### config.mk
export PLATFORM = sky130hd
export DESIGN_NAME = inst_fetch_aligner
export DESIGN_NICKNAME = d
export VERILOG_FILES = /design/src/rtl/inst_fetch_aligner.sv
export SDC_FILE = /design/constraint.sdc
export NUM_CORES = 1
export LEC_CHECK = 0
export BUFFER_PORTS_ARGS = -buffer_cell sky130_fd_sc_hd__buf_2
export CAP_MARGIN = 20
export CORE_ASPECT_RATIO = 1.1
export CORE_MARGIN = 2
export CORE_UTILIZATION = 55
export CTS_CLUSTER_DIAMETER = 150
export DETAILED_ROUTE_END_ITERATION = 7
export HOLD_SLACK_MARGIN = 0.1
export PLACE_DENSITY = 0.89
export SYNTH_ARGS = -nofsm -noshare
export SYNTH_HDL_FRONTEND = slang
export SYNTH_HIERARCHICAL = 1
export SYNTH_SLANG_ARGS = --single-unit
### constraint.sdc
create_clock -name clk -period 5.92 [get_ports clk]
set_input_delay 1.184 -clock clk [delete_from_list [all_inputs] [get_ports clk]]
set_output_delay 1.184 -clock clk [all_outputs]
set_load 0.01 [all_outputs]
### src/rtl/inst_fetch_aligner.sv
// inst_fetch_aligner
// Fetch front end: issues word-aligned reads to a registered instruction
// memory, buffers the returned halfwords in a 4-entry queue and realigns them
// into 16-bit compressed or 32-bit RV32IC instructions for decode.
// A redirect flushes the queue and restarts fetch at the new PC.

// Structural invariants of the aligner, kept out of the datapath module.
module inst_fetch_aligner_chk #(
  parameter int DEPTH = 4
) (
  input logic       clk,
  input logic       rst,
  input logic [3:0] fill_sum,
  input logic [1:0] mem_addr_lsb
);

  // The issue throttle must keep the queue from ever exceeding its depth.
  a_no_overflow: assert property (@(posedge clk) disable iff (rst)
    int'(fill_sum) <= DEPTH);

  // Fetch addresses are always word aligned.
  a_addr_aligned: assert property (@(posedge clk) disable iff (rst)
    mem_addr_lsb == 2'b00);

endmodule

module inst_fetch_aligner #(
  parameter logic [31:0] RESET_PC  = 32'h0000_0000,
  parameter int          QDEPTH_HW = 4
) (
  input  logic        clk,
  input  logic        rst,
  output logic [31:0] mem_addr,
  output logic [1:0]  mem_size,
  output logic        mem_write,
  output logic        mem_req,
  input  logic [31:0] mem_rdata,
  input  logic        redirect_valid,
  input  logic [31:0] redirect_pc,
  output logic        inst_valid,
  input  logic        inst_ready,
  output logic [31:0] inst_data,
  output logic [31:0] inst_pc,
  output logic        inst_is_c
);

  typedef enum logic {ST_FLUSH = 1'b0, ST_RUN = 1'b1} state_t;

  state_t      state_r;
  state_t      state_nxt_s;

  logic [15:0] q_r       [4];
  logic [15:0] q_shift_s [4];
  logic [15:0] q_nxt_s   [4];
  logic [2:0]  count_r;
  logic        pending_r;
  logic        drop_lo_r;
  logic [31:0] fetch_pc_r;
  logic [31:0] head_pc_r;

  logic [15:0] h0_s;
  logic [15:0] h1_s;
  logic [1:0]  pop_s;
  logic [2:0]  keep_s;
  logic [1:0]  in_cnt_s;
  logic [15:0] in_hw0_s;
  logic [15:0] in_hw1_s;
  logic [3:0]  fill_sum_s;
  logic [2:0]  count_nxt_s;

  assign mem_addr  = fetch_pc_r;
  assign mem_size  = 2'b10;
  assign mem_write = 1'b0;
  assign h0_s      = q_r[0];
  assign h1_s      = q_r[1];

  // FSM state register: FLUSH is entered on reset and on every redirect.
  always_ff @(posedge clk or posedge rst) begin
    if (rst) begin
      state_r <= ST_FLUSH;
    end else begin
      state_r <= state_nxt_s;
    end
  end

  // FSM next state: a redirect always (re)starts the one-cycle FLUSH.
  always_comb begin
    state_nxt_s = state_r;
    if (redirect_valid) begin
      state_nxt_s = ST_FLUSH;
    end else begin
      case (state_r)
        ST_FLUSH: state_nxt_s = ST_RUN;
        ST_RUN:   state_nxt_s = ST_RUN;
        default:  state_nxt_s = ST_FLUSH;
      endcase
    end
  end

  // FSM output: issue only when queue plus in-flight word is guaranteed to fit.
  always_comb begin
    mem_req = 1'b0;
    case (state_r)
      ST_RUN:  mem_req = (({1'b0, count_r} + (pending_r ? 4'd2 : 4'd0)) <= 4'd2);
      default: mem_req = 1'b0;
    endcase
  end

  // Instruction decode from the queue head; an empty queue presents zeros.
  always_comb begin
    inst_valid = 1'b0;
    inst_is_c  = 1'b0;
    inst_data  = 32'h0000_0000;
    inst_pc    = head_pc_r;
    if (count_r == 3'd0) begin
      inst_valid = 1'b0;
    end else if (h0_s[1:0] != 2'b11) begin
      inst_is_c  = 1'b1;
      inst_valid = 1'b1;
      inst_data  = {16'h0000, h0_s};
    end else begin
      inst_valid = (count_r >= 3'd2);
      inst_data  = {h1_s, h0_s};
    end
  end

  // Halfwords consumed by decode this cycle.
  always_comb begin
    pop_s = 2'd0;
    if (inst_valid && inst_ready) begin
      pop_s = inst_is_c ? 2'd1 : 2'd2;
    end else begin
      pop_s = 2'd0;
    end
  end

  // Halfwords arriving from memory; a misaligned target skips the low half.
  always_comb begin
    in_cnt_s = 2'd0;
    in_hw0_s = mem_rdata[15:0];
    in_hw1_s = mem_rdata[31:16];
    if (pending_r && drop_lo_r) begin
      in_cnt_s = 2'd1;
      in_hw0_s = mem_rdata[31:16];
    end else if (pending_r) begin
      in_cnt_s = 2'd2;
    end else begin
      in_cnt_s = 2'd0;
    end
  end

  assign keep_s      = count_r - {1'b0, pop_s};
  assign fill_sum_s  = {1'b0, keep_s} + {2'b00, in_cnt_s};
  assign count_nxt_s = fill_sum_s[2:0];

  // Next queue contents: shift out popped halfwords, then append at the tail.
  always_comb begin
    case (pop_s)
      2'd1: begin
        q_shift_s[0] = q_r[1];
        q_shift_s[1] = q_r[2];
        q_shift_s[2] = q_r[3];
        q_shift_s[3] = 16'h0000;
      end
      2'd2: begin
        q_shift_s[0] = q_r[2];
        q_shift_s[1] = q_r[3];
        q_shift_s[2] = 16'h0000;
        q_shift_s[3] = 16'h0000;
      end
      default: begin
        q_shift_s = q_r;
      end
    endcase
    for (int i = 0; i < 4; i++) begin
      if ((in_cnt_s != 2'd0) && (keep_s == 3'(i))) begin
        q_nxt_s[i] = in_hw0_s;
      end else if ((in_cnt_s == 2'd2) && ((keep_s + 3'd1) == 3'(i))) begin
        q_nxt_s[i] = in_hw1_s;
      end else begin
        q_nxt_s[i] = q_shift_s[i];
      end
    end
  end

  // Queue, fetch and PC tracking registers; redirect overrides all updates.
  always_ff @(posedge clk or posedge rst) begin
    if (rst) begin
      for (int i = 0; i < 4; i++) begin
        q_r[i] <= 16'h0000;
      end
      count_r    <= 3'd0;
      pending_r  <= 1'b0;
      drop_lo_r  <= RESET_PC[1];
      fetch_pc_r <= RESET_PC & 32'hFFFF_FFFC;
      head_pc_r  <= RESET_PC;
    end else if (redirect_valid) begin
      count_r    <= 3'd0;
      pending_r  <= 1'b0;
      drop_lo_r  <= redirect_pc[1];
      fetch_pc_r <= redirect_pc & 32'hFFFF_FFFC;
      head_pc_r  <= redirect_pc & 32'hFFFF_FFFE;
    end else begin
      q_r       <= q_nxt_s;
      count_r   <= count_nxt_s;
      pending_r <= mem_req;
      if (mem_req) begin
        fetch_pc_r <= fetch_pc_r + 32'd4;
      end
      if (pending_r && drop_lo_r) begin
        drop_lo_r <= 1'b0;
      end
      head_pc_r <= head_pc_r + {29'd0, pop_s, 1'b0};
    end
  end

  inst_fetch_aligner_chk #(.DEPTH(QDEPTH_HW)) u_chk (
    .clk          (clk),
    .rst          (rst),
    .fill_sum     (fill_sum_s),
    .mem_addr_lsb (fetch_pc_r[1:0])
  );

endmodule
### Word-level counts from Yosys, hierarchy flattened

Cells that the tools add are included.

| storage, ports and cells | value |
|---|---|
| output and inout port bits | 102 |
| input port bits | 68 |
| flip-flop bits (word level) | 134 |
| logic and storage cells | 83 |

| operators by class | value |
|---|---|
| $lt $le $gt $ge | 2 |
| mux-type cells | 30 |
| add/subtract/negate cells | 6 |
| reduce and logical (&&, ||, !) cells | 24 |
| bitwise operators | 1 |
| equality and inequality tests | 10 |

Operators by type and width:

| kind | count |
|---|---|
| 2-to-1 mux 32 bit | 5 |
| 2-to-1 mux 16 bit | 9 |
| one-hot mux 64 bit (2 select lines) | 1 |
| adder 32 x 3 -> 32 bit | 1 |
| adder 32 x 3 -> 32 bit, second input constant | 1 |
| nonzero test 4 bit | 4 |
| equality test 3 x 2 -> 1 bit, second input constant | 4 |
| logical AND 1 bit | 10 |
| 2-to-1 mux 2 bit | 5 |
| logical NOT 3 bit | 3 |
| 2-to-1 mux 1 bit | 9 |
| AND reduction 2 bit | 4 |
| equality test 3 x 1 -> 1 bit, second input constant | 2 |
| nonzero test 2 bit | 3 |
| adder 3 x 2 -> 4 bit | 1 |
| equality test 2 bit, second input constant | 2 |
| <= comparator 4 x 2 -> 1 bit, second input constant | 1 |
| adder 3 x 1 -> 3 bit, second input constant | 1 |
| adder 3 x 2 -> 3 bit | 1 |
| >= comparator 3 x 2 -> 1 bit, second input constant | 1 |
| 2-to-1 mux 3 bit | 1 |
| subtractor 3 x 2 -> 3 bit | 1 |
| equality test 2 x 1 -> 1 bit, second input constant | 1 |
| != test 2 bit, second input constant | 1 |
| NOT 1 bit | 1 |

### Longest topological paths before layout

Gate-level depths: netlist (run 1).

| logic depth | value |
|---|---|
| word-level depth | 11 |
| gate-level depth with buffers | 17 |

### Worst setup path before layout (run 1)

No wires, ideal clock.

| timing path | value |
|---|---|
| path type | input -> register |
| from | in inst_ready |
| to | reg q_r[17] (netlist bit) |
| setup time | 0.121 ns |
| arrival time | 4.406 ns |
| setup slack | 1.393 ns |
| data required time | 5.799 ns |
| buffers on the path | 3 |
| stages on the path | 13 |
| cells stage by stage | o2111ai_1 > clkbuf_1 > fa_1 > xnor2_1 > inv_1 > ha_1 > nor3b_1 > and2_1 > clkbuf_1 > nor2_1 > clkbuf_1 > a221o_1 > a22o_1 |

| between the ends | value |
|---|---|
| cells in the longest elaborated chain, start to end | 8 |

Ends and longest elaborated chain:

| what | line | source |
|---|---|---|
| start: declaration | 41 | `input logic inst_ready,` |
| logical AND 1 bit * | 130 | `if (inst_valid && inst_ready) begin` |
| 2-to-1 mux 2 bit * | 130 |  |
| subtractor 3 x 2 -> 3 bit | 152 | `assign keep_s = count_r - {1'b0, pop_s};` |
| adder 3 x 1 -> 3 bit | 178 | `end else if ((in_cnt_s == 2'd2) && ((keep_s + 3'd1) == 3'(i))) begin` |
| equality test 3 x 2 -> 1 bit | 178 |  |
| logical AND 1 bit | 178 |  |
| nonzero test 4 bit (no source line) or 2-to-1 mux 16 bit (tied branches) | n/a |  |
| AND reduction 2 bit (no source line) or 2-to-1 mux 16 bit (tied branches) | n/a |  |
| end signal: assignment | 204 | `q_r <= q_nxt_s;` |
| end: declaration | 52 | `logic [15:0] q_r [4];` |

Every way passes the cells marked *; elsewhere a longest branch is shown, timed or not. The select of a mux whose other input is x is not followed.
A chain may end at the register's enable or synchronous reset.

### Worst setup path after layout (run 1)

| timing path | value |
|---|---|
| from | reg q_r (netlist bit h0_s[1]) |
| to | reg q_r (netlist bit h1_s[15]) |

| between the ends | value |
|---|---|
| cells in the longest elaborated chain, start to end | 11 |

Ends and longest elaborated chain:

| what | line | source |
|---|---|---|
| != test 2 bit * | 117 | `end else if (h0_s[1:0] != 2'b11) begin` |
| 2-to-1 mux 1 bit | 117 |  |
| 2-to-1 mux 1 bit | 115 | `if (count_r == 3'd0) begin` |
| 2-to-1 mux 2 bit or logical AND 1 bit (tied branches) | 131, 130 |  |
| 2-to-1 mux 2 bit * | 130 |  |
| subtractor 3 x 2 -> 3 bit | 152 |  |
| adder 3 x 1 -> 3 bit | 178 |  |
| equality test 3 x 1 -> 1 bit | 178 |  |
| logical AND 1 bit | 178 |  |
| nonzero test 4 bit (no source line) or 2-to-1 mux 16 bit (tied branches) | n/a |  |
| AND reduction 2 bit (no source line) or 2-to-1 mux 16 bit (tied branches) | n/a |  |

Marks and branches as above.

==> results of run 1 <==
-- routing by layer --
metal,vias to the layer above,share of wire [%]
met4,0,3.1
li1,3431,-
met3,62,9.6
met5,-,0
met1,3572,38
met2,451,49
-- worst paths after layout --
| check | from | endpoint | slack (ns) |
|---|---|---|---|
| max reg2reg | h0_s[1]$_DFFE_PP0P_ | h1_s[15]$_DFFE_PP0P_ | 1.14 |
| min | h0_s[11]$_DFFE_PP0P_ | h0_s[11]$_DFFE_PP0P_ | 0.47 |
| max in group asynchronous | rst | count_r[1]$_DFF_PP0_ | 3.62 |
| max | h0_s[1]$_DFFE_PP0P_ | h1_s[15]$_DFFE_PP0P_ | 1.14 |
| min reg2reg | h0_s[11]$_DFFE_PP0P_ | h0_s[11]$_DFFE_PP0P_ | 0.47 |
| min in group asynchronous | rst | h0_s[10]$_DFFE_PP0P_ | 0.95 |
-- cells by family (layout without fill, tap and decap cells) --
kind of cell	count (synthesis)	in the layout	share of synthesized area, %
compound gates	180	180	15.3
xor+xnor	57	57	6.32
fa+ha+maj	10	10	1.87
buf+inv	71	226	3.71
flops	131	131	41.5
mux	64	64	9.00
other cells	2	6	0.0951
simple gates	360	360	22.2
-- cell type report --
class | instances | area [µm²]
Clock buffer | 23 | 478
Clock inverter | 8 | 78.8
Fill cell | 1097 | 4480
Inverter | 16 | 62.6
Multi-Input combinational cell | 677 | 4360
Sequential cell | 131 | 3280
Tap cell | 188 | 235
Timing Repair Buffer | 179 | 936
-- registers in the layout, indices dropped and copies added (netlist names) --
signal / flops
drop_lo_r: 1
pending_r: 1
inst_pc: 31
h1_s: 16
count_r: 3
h0_s: 16
mem_addr: 30
q_r: 32
state_r: 1
-- cell usage after synthesis (all sizes together), types with 3 or more instances --
master	count	area share [%]
dfrtp	131	42
nand2	126	6.0
nor2	66	3.1
a21oi	65	4.1
mux2	56	8.0
nand3	46	2.9
clkbuf	44	2.1
xnor2	40	4.4
nor2b	24	1.9
and2	20	1.6
nand4	20	1.7
o21ai	20	1.3
and3	19	1.5
o31ai	17	1.6
xor2	17	1.9
inv	15	0.71
o221ai	15	1.7
buf	11	0.82
o211ai	10	0.95
a221oi	9	1.0
a22oi	9	0.86
nor3	9	0.57
a22o	8	0.89
mux2i	8	1.0
a221o	7	0.89
ha	7	1.1
nor4	7	0.55
o32ai	7	0.78
and4	5	0.57
a21boi	3	0.29
a21o	3	0.29
fa	3	0.76
nand4b	3	0.33
or3	3	0.24
or4	3	0.33
-- metrics by stage --
| step | instance area (µm²) | power [mW] | hold WS [ns] | instances |
|---|---|---|---|---|
| 6_report | 9430 | 3.98 | 0.471 | 1222 |
| 2_1_floorplan | 7910 | 2.46 | 0.441 | 879 |
| 4_1_cts | 9420 | 3.97 | 0.477 | 1220 |
| 5_1_grt | 9430 | 4.23 | 0.497 | 1222 |
| 3_5_place_dp | 8860 | 2.96 | 0.463 | 1189 |
| 3_3_place_gp | 8860 | 2.90 | 0.456 | 1189 |
-- worst max-delay path, delay by kind of cell (launching register included) --
family,cells,cell delay (ns)
AO/OA/AOI/OAI,5,1.57
adder cells (fa/ha/maj),3,1.06
buffers and inverters,3,0.49
flip-flops,1,0.47
AND/OR/NAND/NOR,4,1.03
-- report_power, final --
part	leakage, nW	total (mW)	internal (mW)	switching [mW]
combinational	2.42	1.57	0.653	0.918
clock	0.261	0.993	0.607	0.386
sequential	1.57	1.41	1.17	0.245
==> results.py, run 1 <==
metrics = {
    "clock_network": {
        "numCtsBuffers": 17,
        "cts_sinks": 131,
        "cts_max_path_buffers": 2,
        "clk_latency_ns": 0.42,
        "cts_tree": "yes",
        "ctsHoldBuffers": 0,
        "root_buffer": "clkbuf_16",
        "h-tree-depth": 4,
        "cts_setup_buffers": 0,
        "clk_pin_slew_ns": 0.06,
        "cts-resized-gates": 0,
    },
    "pwr": {
        "p_leak_nw": 4.26,
        "p_per_area_nw_per_um2": 422,
        "ir_drop_v": 0.000249,
    },
    "routing": {
        "route.detailed.drc": 0,
        "vias": 7516,
        "drtIter0Drc": 686,
        "viasPerCell": 6.15,
        "postRouteAntennaNets": 0,
        "drt_wl_total_mm": 23.0,
        "drt-wirelength-per-cell_um": 18.8,
        "dr.pass1.iters": 7,
    },
    "worst_setup_path": {
        "arrival_ns": 5.05,
        "cp_data_required_time_ns": 6.19,
        "path_cells": "a21boi_0 -> o31ai_1 -> nor2b_1 -> ha_1 -> inv_1 -> fa_1 -> inv_1 -> nor2_1 -> ha_1 -> nor3b_1 -> nand2_1 -> a21boi_1 -> buf_4 -> o221ai_1 -> o21ai_0",
        "path_class": "flop to flop",
        "slowest_delay_ns": 0.76,
        "worst_setup_path_start_kind": "flop",
        "crit_path_top_delay_cell": "o31ai_1",
        "r2r_cells": 15,
        "critPathCaptureType": "flop",
        "worstPathMaxFanout": 15,
    },
    "logic_synthesis": {
        "ys.flop_type": "dfrtp_1",
        "synth_cell_types": 57,
        "netlist_area_um2": 7900,
        "ys_seq_elements": 131,
        "synth-async-reset-ratio_pct": 100,
        "ys_seq_area_share_pct": 41.5,
        "synth_edf_count": 0,
        "synthCells": 875,
        "synth_warnings": 6,
        "avgSynthCellArea_um2": 9.03,
    },
    "grt": {
        "antenna_found_initial": 0,
        "grt_max_degree": 72,
        "grt_pass1_vias": 7122,
        "grtUsageTotal_pct": 30.3,
        "use_met3_pct": 5.55,
        "use_met2_pct": 50.8,
        "grt_first_pass_wirelength_mm": 36.6,
        "grt_use_met1_pct": 38.0,
        "grt-busiest-layer": "met2",
        "grt_overflow": 0,
    },
    "cells_and_area": {
        "layout.cells.most_common": "buf_2",
        "layout_common_cells": "buf_2 (162), dfrtp_1 (131), nand2_1 (126)",
        "drive_gt1_share_pct": 26.7,
        "final_nets": 1100,
        "syn2layout_area_growth_pct": 19.4,
        "utilization_pct": 67.8,
        "antennaDiodeCount": 0,
    },
    "sta": {
        "max_freq_mhz": 209,
        "finalHoldViolCount": 0,
        "rsz0062_at_grt": "no",
        "worst_pin_slew_ns": 1.05,
        "setup_viol": 0,
        "min_period_over_period_pct": 80.7,
        "fin_setup_tns_ns": 0,
        "slew_viol_final": 0,
        "setup_ws_ns": 1.14,
        "period_needed_ns": 4.78,
        "clock-skew-final_ns": 0.00906,
        "slew-limit-headroom_pct": 29.1,
    },
    "hold_path": {
        "hold_depth": 2,
        "hp-class": "flop to flop",
    },
    "placement": {
        "dp_worst_setup_slack_ns": 0.860,
        "port_buffers": 162,
        "place.gp.congestion": 0.904,
        "hpwl_mm": 15.7,
    },
    "flow_run": {
        "drv_cap": 0,
    },
    "die": {
        "die_area_um2": 15300,
        "fp.dieW_um": 118,
        "initial_core_util_pct": 56.8,
        "fp.dieH_um": 130,
        "coreArea_um2": 13900,
        "row_count": 45,
        "io_pins": 170,
    },
    "status": {
        "status": "finished clean",
    },
}
Power figures use the tool's default switching activity.
==> run 2, diff against run 1 <==
--- a/config.mk
+++ b/config.mk
@@ -9,11 +9,11 @@
 export CAP_MARGIN = 20
 export CORE_ASPECT_RATIO = 1.1
 export CORE_MARGIN = 2
-export CORE_UTILIZATION = 55
+export CORE_UTILIZATION = 50
 export CTS_CLUSTER_DIAMETER = 150
 export DETAILED_ROUTE_END_ITERATION = 7
 export HOLD_SLACK_MARGIN = 0.1
-export PLACE_DENSITY = 0.89
+export PLACE_DENSITY = 0.86
 export SYNTH_ARGS = -nofsm -noshare
 export SYNTH_HDL_FRONTEND = slang
 export SYNTH_HIERARCHICAL = 1
==> constraint.sdc (replaced) <==
create_clock -name clk -period 4.3 [get_ports clk]
set_input_delay 0.86 -clock clk [delete_from_list [all_inputs] [get_ports clk]]
set_output_delay 0.86 -clock clk [all_outputs]
set_load 0.01 [all_outputs]
==> results.py, run 2 (same netlist as run 1, synthesis figures left out) <==
metrics = {
    "worst_setup_path": {
        "path_class": "flop to flop",
        "crit_path_end": "h1_s[0]$_DFFE_PP0P_",
        "crit_start": "h0_s[1]$_DFFE_PP0P_",
        "r2r_cells": 14,
        "arrival_ns": 4.21,
        "cp_data_required_time_ns": 4.62,
        "critPathCaptureType": "flop",
        "worstPathMaxFanout": 9,
        "regToRegStartpoint": "h0_s[1]$_DFFE_PP0P_",
        "worst_setup_path_start_kind": "flop",
        "rr_endpoint": "h1_s[0]$_DFFE_PP0P_",
        "rrSetupSlack_ns": 0.41,
    },
    "cells_and_area": {
        "drive_gt1_share_pct": 27.7,
        "syn2layout_area_growth_pct": 21.5,
        "final_nets": 1110,
        "layout_common_cells": "buf_2 (162), dfrtp_1 (131), nand2_1 (126)",
        "fin_cells": 1246,
        "n_fill_cell": 1288,
        "regMostFlops": "q_r",
        "fin_area_um2": 9600,
        "layout.cells.most_common": "buf_2",
        "largest_reg_flops": 32,
    },
    "placement": {
        "hpwl_mm": 15.9,
        "port_buffers": 162,
        "placed_cells": 1213,
        "place.gp.congestion": 0.892,
        "dpl_cell_area_um2": 8980,
    },
    "sta": {
        "min_period_over_period_pct": 90.5,
        "worst_pin_slew_ns": 1.01,
        "fin_setup_tns_ns": 0,
        "slew_viol_final": 0,
        "rsz0062_at_grt": "no",
        "period_needed_ns": 3.89,
        "slew-limit-headroom_pct": 32.2,
        "clock-skew-final_ns": 0.00832,
        "finalHoldViolCount": 0,
        "max_freq_mhz": 257,
        "setup_viol": 0,
    },
    "die": {
        "fp.dieH_um": 136,
        "fp.dieW_um": 124,
        "die_area_um2": 16800,
        "initial_core_util_pct": 50.8,
        "io_pins": 170,
        "row_count": 48,
        "coreArea_um2": 15600,
    },
    "flow_run": {
        "drv_cap": 0,
    },
    "clock_network": {
        "clk_latency_ns": 0.42,
        "cts_sinks": 131,
        "cts_setup_buffers": 0,
        "cts-resized-gates": 0,
        "cts_max_path_buffers": 2,
        "numCtsBuffers": 17,
        "clk_pin_slew_ns": 0.06,
        "h-tree-depth": 4,
        "root_buffer": "clkbuf_16",
        "cts_tree": "yes",
        "ctsHoldBuffers": 0,
    },
    "routing": {
        "dr.pass1.iters": 5,
        "drt_wl_total_mm": 23.2,
        "drtIter0Drc": 652,
        "drt-wirelength-per-cell_um": 18.6,
        "route.detailed.drc": 0,
        "postRouteAntennaNets": 0,
        "viasPerCell": 6.14,
        "vias": 7649,
    },
    "pwr": {
        "p_leak_nw": 4.34,
        "ir_drop_v": 0.000377,
        "p_per_area_nw_per_um2": 594,
        "p_total_mw": 5.70,
    },
    "grt": {
        "grt_max_degree": 132,
        "grtUsageTotal_pct": 27.7,
        "grt_overflow": 0,
        "antenna_found_initial": 2,
        "grt_first_pass_wirelength_mm": 36.2,
        "grt_pass1_vias": 7253,
    },
    "status": {
        "status": "finished clean",
    },
    "hold_path": {
        "hp-class": "flop to flop",
    },
}
run 2: per-layer routing:
layer	share of wire, %	wire length (µm)	vias up	track usage (%)
li1	-	-	3462	-
met1	38	8810	3648	33.9
met2	49	11300	448	46.1
met3	9.7	2250	89	5.08
met4	3.7	865	2	15.0
met5	0.052	12	-	0
run 2: worst min-delay path by stage:
| stage | from | endpoint | slack [ns] | depth (start not counted) |
|---|---|---|---|---|
| final | h0_s[14]$_DFFE_PP0P_ | h0_s[14]$_DFFE_PP0P_ | 0.47 | 2 |
| after floorplan | h0_s[12]$_DFFE_PP0P_ | h0_s[12]$_DFFE_PP0P_ | 0.44 | 2 |
| after detailed placement | h0_s[14]$_DFFE_PP0P_ | h0_s[14]$_DFFE_PP0P_ | 0.46 | 2 |
| after global placement | h0_s[9]$_DFFE_PP0P_ | h0_s[9]$_DFFE_PP0P_ | 0.46 | 2 |
| after CTS | h0_s[14]$_DFFE_PP0P_ | h0_s[14]$_DFFE_PP0P_ | 0.48 | 2 |
| after global routing | h0_s[14]$_DFFE_PP0P_ | h0_s[14]$_DFFE_PP0P_ | 0.50 | 2 |
run 2: final cells by class:
cell class / instances / area [µm²] / share of cell area [%]
Antenna cell: 1 / 2.50 / 0.0261
Sequential cell: 131 / 3280 / 34.2
Clock buffer: 19 / 443 / 4.61
Timing Repair Buffer: 189 / 1030 / 10.7
Inverter: 16 / 63.8 / 0.665
Tap cell: 200 / 250 / 2.61
Clock inverter: 13 / 171 / 1.79
Multi-Input combinational cell: 677 / 4360 / 45.5
run 2: critical path, stage by stage, from the launching register on:
cell and delay (ns):
dfrtp_1 0.47, a21boi_0 0.27, o31ai_1 0.12, nor2b_1 0.17, ha_1 0.18, inv_1 0.05
fa_1 0.37, xnor2_1 0.20, inv_1 0.12, ha_1 0.33, nor3b_1 0.18, nand2_1 0.12
a21boi_1 0.76, o221ai_1 0.24, o21ai_0 0.22
run 2: power by group:
group	switching, mW	internal [mW]
sequential	0.344	1.60
clock	0.581	0.937
combinational	1.29	0.943
run 2: stage by stage:
step,util [%],worst slack (ns),hold WS (ns)
6_report,61.7,0.408,0.474
5_1_grt,61.7,0.161,0.497
3_3_place_gp,57.7,0.377,0.458
4_1_cts,61.7,0.468,0.478
3_5_place_dp,57.7,0.252,0.464
2_1_floorplan,-,0.00239,0.441
==> run 3, diff against run 2 <==
--- a/config.mk
+++ b/config.mk
@@ -13,7 +13,7 @@
 export CTS_CLUSTER_DIAMETER = 150
 export DETAILED_ROUTE_END_ITERATION = 7
 export HOLD_SLACK_MARGIN = 0.1
-export PLACE_DENSITY = 0.86
+export PLACE_DENSITY_LB_ADDON = 0.3
 export SYNTH_ARGS = -nofsm -noshare
 export SYNTH_HDL_FRONTEND = slang
 export SYNTH_HIERARCHICAL = 1
==> results.py, run 3 (same netlist as run 1, synthesis figures left out) <==
metrics = {
    "status": {
        "status": "finished clean",
    },
    "die": {
        "io_pins": 170,
        "die_area_um2": 16800,
        "row_count": 48,
        "fp.dieH_um": 136,
        "fp.dieW_um": 124,
        "initial_core_util_pct": 50.8,
        "coreArea_um2": 15600,
    },
    "pwr": {
        "p_leak_nw": 4.35,
        "ir_drop_v": 0.000319,
        "p_per_area_nw_per_um2": 581,
    },
    "placement": {
        "port_buffers": 162,
        "place.gp.congestion": 0.867,
        "hpwl_mm": 16.0,
    },
    "sta": {
        "setup_viol": 0,
        "slew-limit-headroom_pct": 28.4,
        "fin_setup_tns_ns": 0,
        "max_freq_mhz": 257,
        "period_needed_ns": 3.90,
        "rsz0062_at_grt": "no",
        "finalHoldViolCount": 0,
        "min_period_over_period_pct": 90.7,
        "worst_pin_slew_ns": 1.07,
        "clock-skew-final_ns": 0.00810,
        "slew_viol_final": 0,
    },
    "cells_and_area": {
        "utilization_pct": 61.6,
        "syn2layout_area_growth_pct": 21.4,
        "layout.cells.most_common": "buf_2",
        "regMostFlops": "q_r",
        "largest_reg_flops": 32,
        "drive_gt1_share_pct": 27.8,
        "final_nets": 1119,
        "layout_common_cells": "buf_2 (162), dfrtp_1 (131), nand2_1 (126)",
        "antennaDiodeCount": 0,
    },
    "worst_setup_path": {
        "r2r_cells": 14,
        "path_class": "flop to flop",
        "crit_start": "h0_s[1]$_DFFE_PP0P_",
        "crit_path_top_delay_cell": "a21o_1",
        "regToRegStartpoint": "h0_s[1]$_DFFE_PP0P_",
        "path_depth": 14,
        "slowest_delay_ns": 0.78,
        "worstPathMaxFanout": 25,
        "critical_path.top_delay_family": "compound AO/OA/AOI/OAI gates",
        "critPathCaptureType": "flop",
        "cp_data_required_time_ns": 4.55,
        "worst_setup_path_start_kind": "flop",
        "critPathBufInv": 3,
        "arrival_ns": 4.15,
        "path_cells": "a21boi_0 -> o31ai_1 -> nor2b_1 -> ha_1 -> inv_1 -> fa_1 -> xnor2_1 -> inv_1 -> ha_1 -> nor3b_1 -> buf_4 -> a32oi_1 -> a21o_1 -> o21ai_0",
    },
    "routing": {
        "viasPerCell": 5.98,
        "top_layer": "met4",
        "route.detailed.drc": 0,
        "wl_met2_mm": 11.3,
        "dr.pass1.iters": 5,
        "wl_met3_mm": 1.97,
        "drtIter0Drc": 785,
        "drt_wl_total_mm": 23.6,
        "vias": 7491,
        "drt-wirelength-per-cell_um": 18.9,
        "drt-met1-wl_mm": 9.74,
        "postRouteAntennaNets": 0,
    },
    "clock_network": {
        "h-tree-depth": 4,
        "clk_latency_ns": 0.42,
        "cts_setup_buffers": 0,
        "numCtsBuffers": 17,
        "cts_tree": "yes",
        "cts_max_path_buffers": 2,
        "clk_pin_slew_ns": 0.06,
        "cts-resized-gates": 0,
        "root_buffer": "clkbuf_16",
        "ctsHoldBuffers": 0,
        "cts_sinks": 131,
    },
    "grt": {
        "grtUsageTotal_pct": 28.4,
        "grt_max_degree": 65,
        "grt_first_pass_wirelength_mm": 36.9,
        "antenna_found_initial": 0,
        "grt_overflow": 0,
        "grt_pass1_vias": 7092,
    },
    "hold_path": {
        "hp-start": "h0_s[11]$_DFFE_PP0P_",
        "hold_depth": 2,
        "hp-class": "flop to flop",
    },
    "flow_run": {
        "drv_cap": 0,
    },
}
-- run 3: cell types whose count changed in the layout (fill, tap and decap cells not counted), sizes merged --
cell | before | now
buf | 189 | 198
clkbuf | 19 | 25
inv | 19 | 14
bufinv | 3 | 1
clkinvlp | 3 | 2
diode | 1 | 0
-- run 3: metal layers --
| metal | up-vias | global-route usage [%] |
|---|---|---|
| li1 | 3469 | - |
| met1 | 3611 | 35.9 |
| met2 | 352 | 45.8 |
| met3 | 59 | 6.12 |
| met4 | 0 | 14.1 |
| met5 | - | 0 |
-- run 3: report_power, final --
group          total [mW]  internal, mW  leakage, nW  switching (mW)
Combinational        2.29         0.978         2.52            1.31
Clock                1.36         0.831        0.263           0.528
Sequential           1.93          1.61         1.57           0.319
-- run 3: final timing paths --
| path | slack [ns] | endpoint |
|---|---|---|
| worst max-delay path | 0.40 | h1_s[4]$_DFFE_PP0P_ |
| max in group asynchronous | 2.85 | mem_addr[28]$_DFFE_PP0N_ |
| worst min-delay path | 0.47 | h0_s[11]$_DFFE_PP0P_ |
| worst max register to register | 0.40 | h1_s[4]$_DFFE_PP0P_ |
| min in group asynchronous | 0.51 | inst_pc[11]$_DFF_PP0_ |
| worst min register to register | 0.47 | h0_s[11]$_DFFE_PP0P_ |
-- run 3: area by class of cell --
cell class | instances | area [µm²]
repair buffers | 198 | 1090
clock buffers | 25 | 485
flip-flops and latches | 131 | 3280
multi-input cells | 677 | 4360
inverters | 16 | 63.8
clock inverters | 5 | 52.6
fillers | 1320 | 5970
well taps | 200 | 250
-- run 3: worst register-to-register path, cell delays in order, from the launching register on --
cell,delay (ns)
dfrtp_1,0.45
a21boi_0,0.25
o31ai_1,0.11
nor2b_1,0.18
ha_1,0.17
inv_1,0.04
fa_1,0.37
xnor2_1,0.20
inv_1,0.08
ha_1,0.31
nor3b_1,0.15
buf_4,0.17
a32oi_1,0.18
a21o_1,0.78
o21ai_0,0.26
-- run 3: through the flow --
stage	total power [mW]	hold slack [ns]	cells	setup slack, ns	cell area [µm²]
floorplan	3.39	0.441	879	0.00239	7920
global placement	4.13	0.455	1221	0.0508	9040
detailed placement	4.20	0.463	1221	-0.0219	9040
CTS	5.56	0.475	1251	0.202	9580
global route	5.93	0.500	1252	0.124	9590
finish	5.57	0.470	1252	0.402	9590
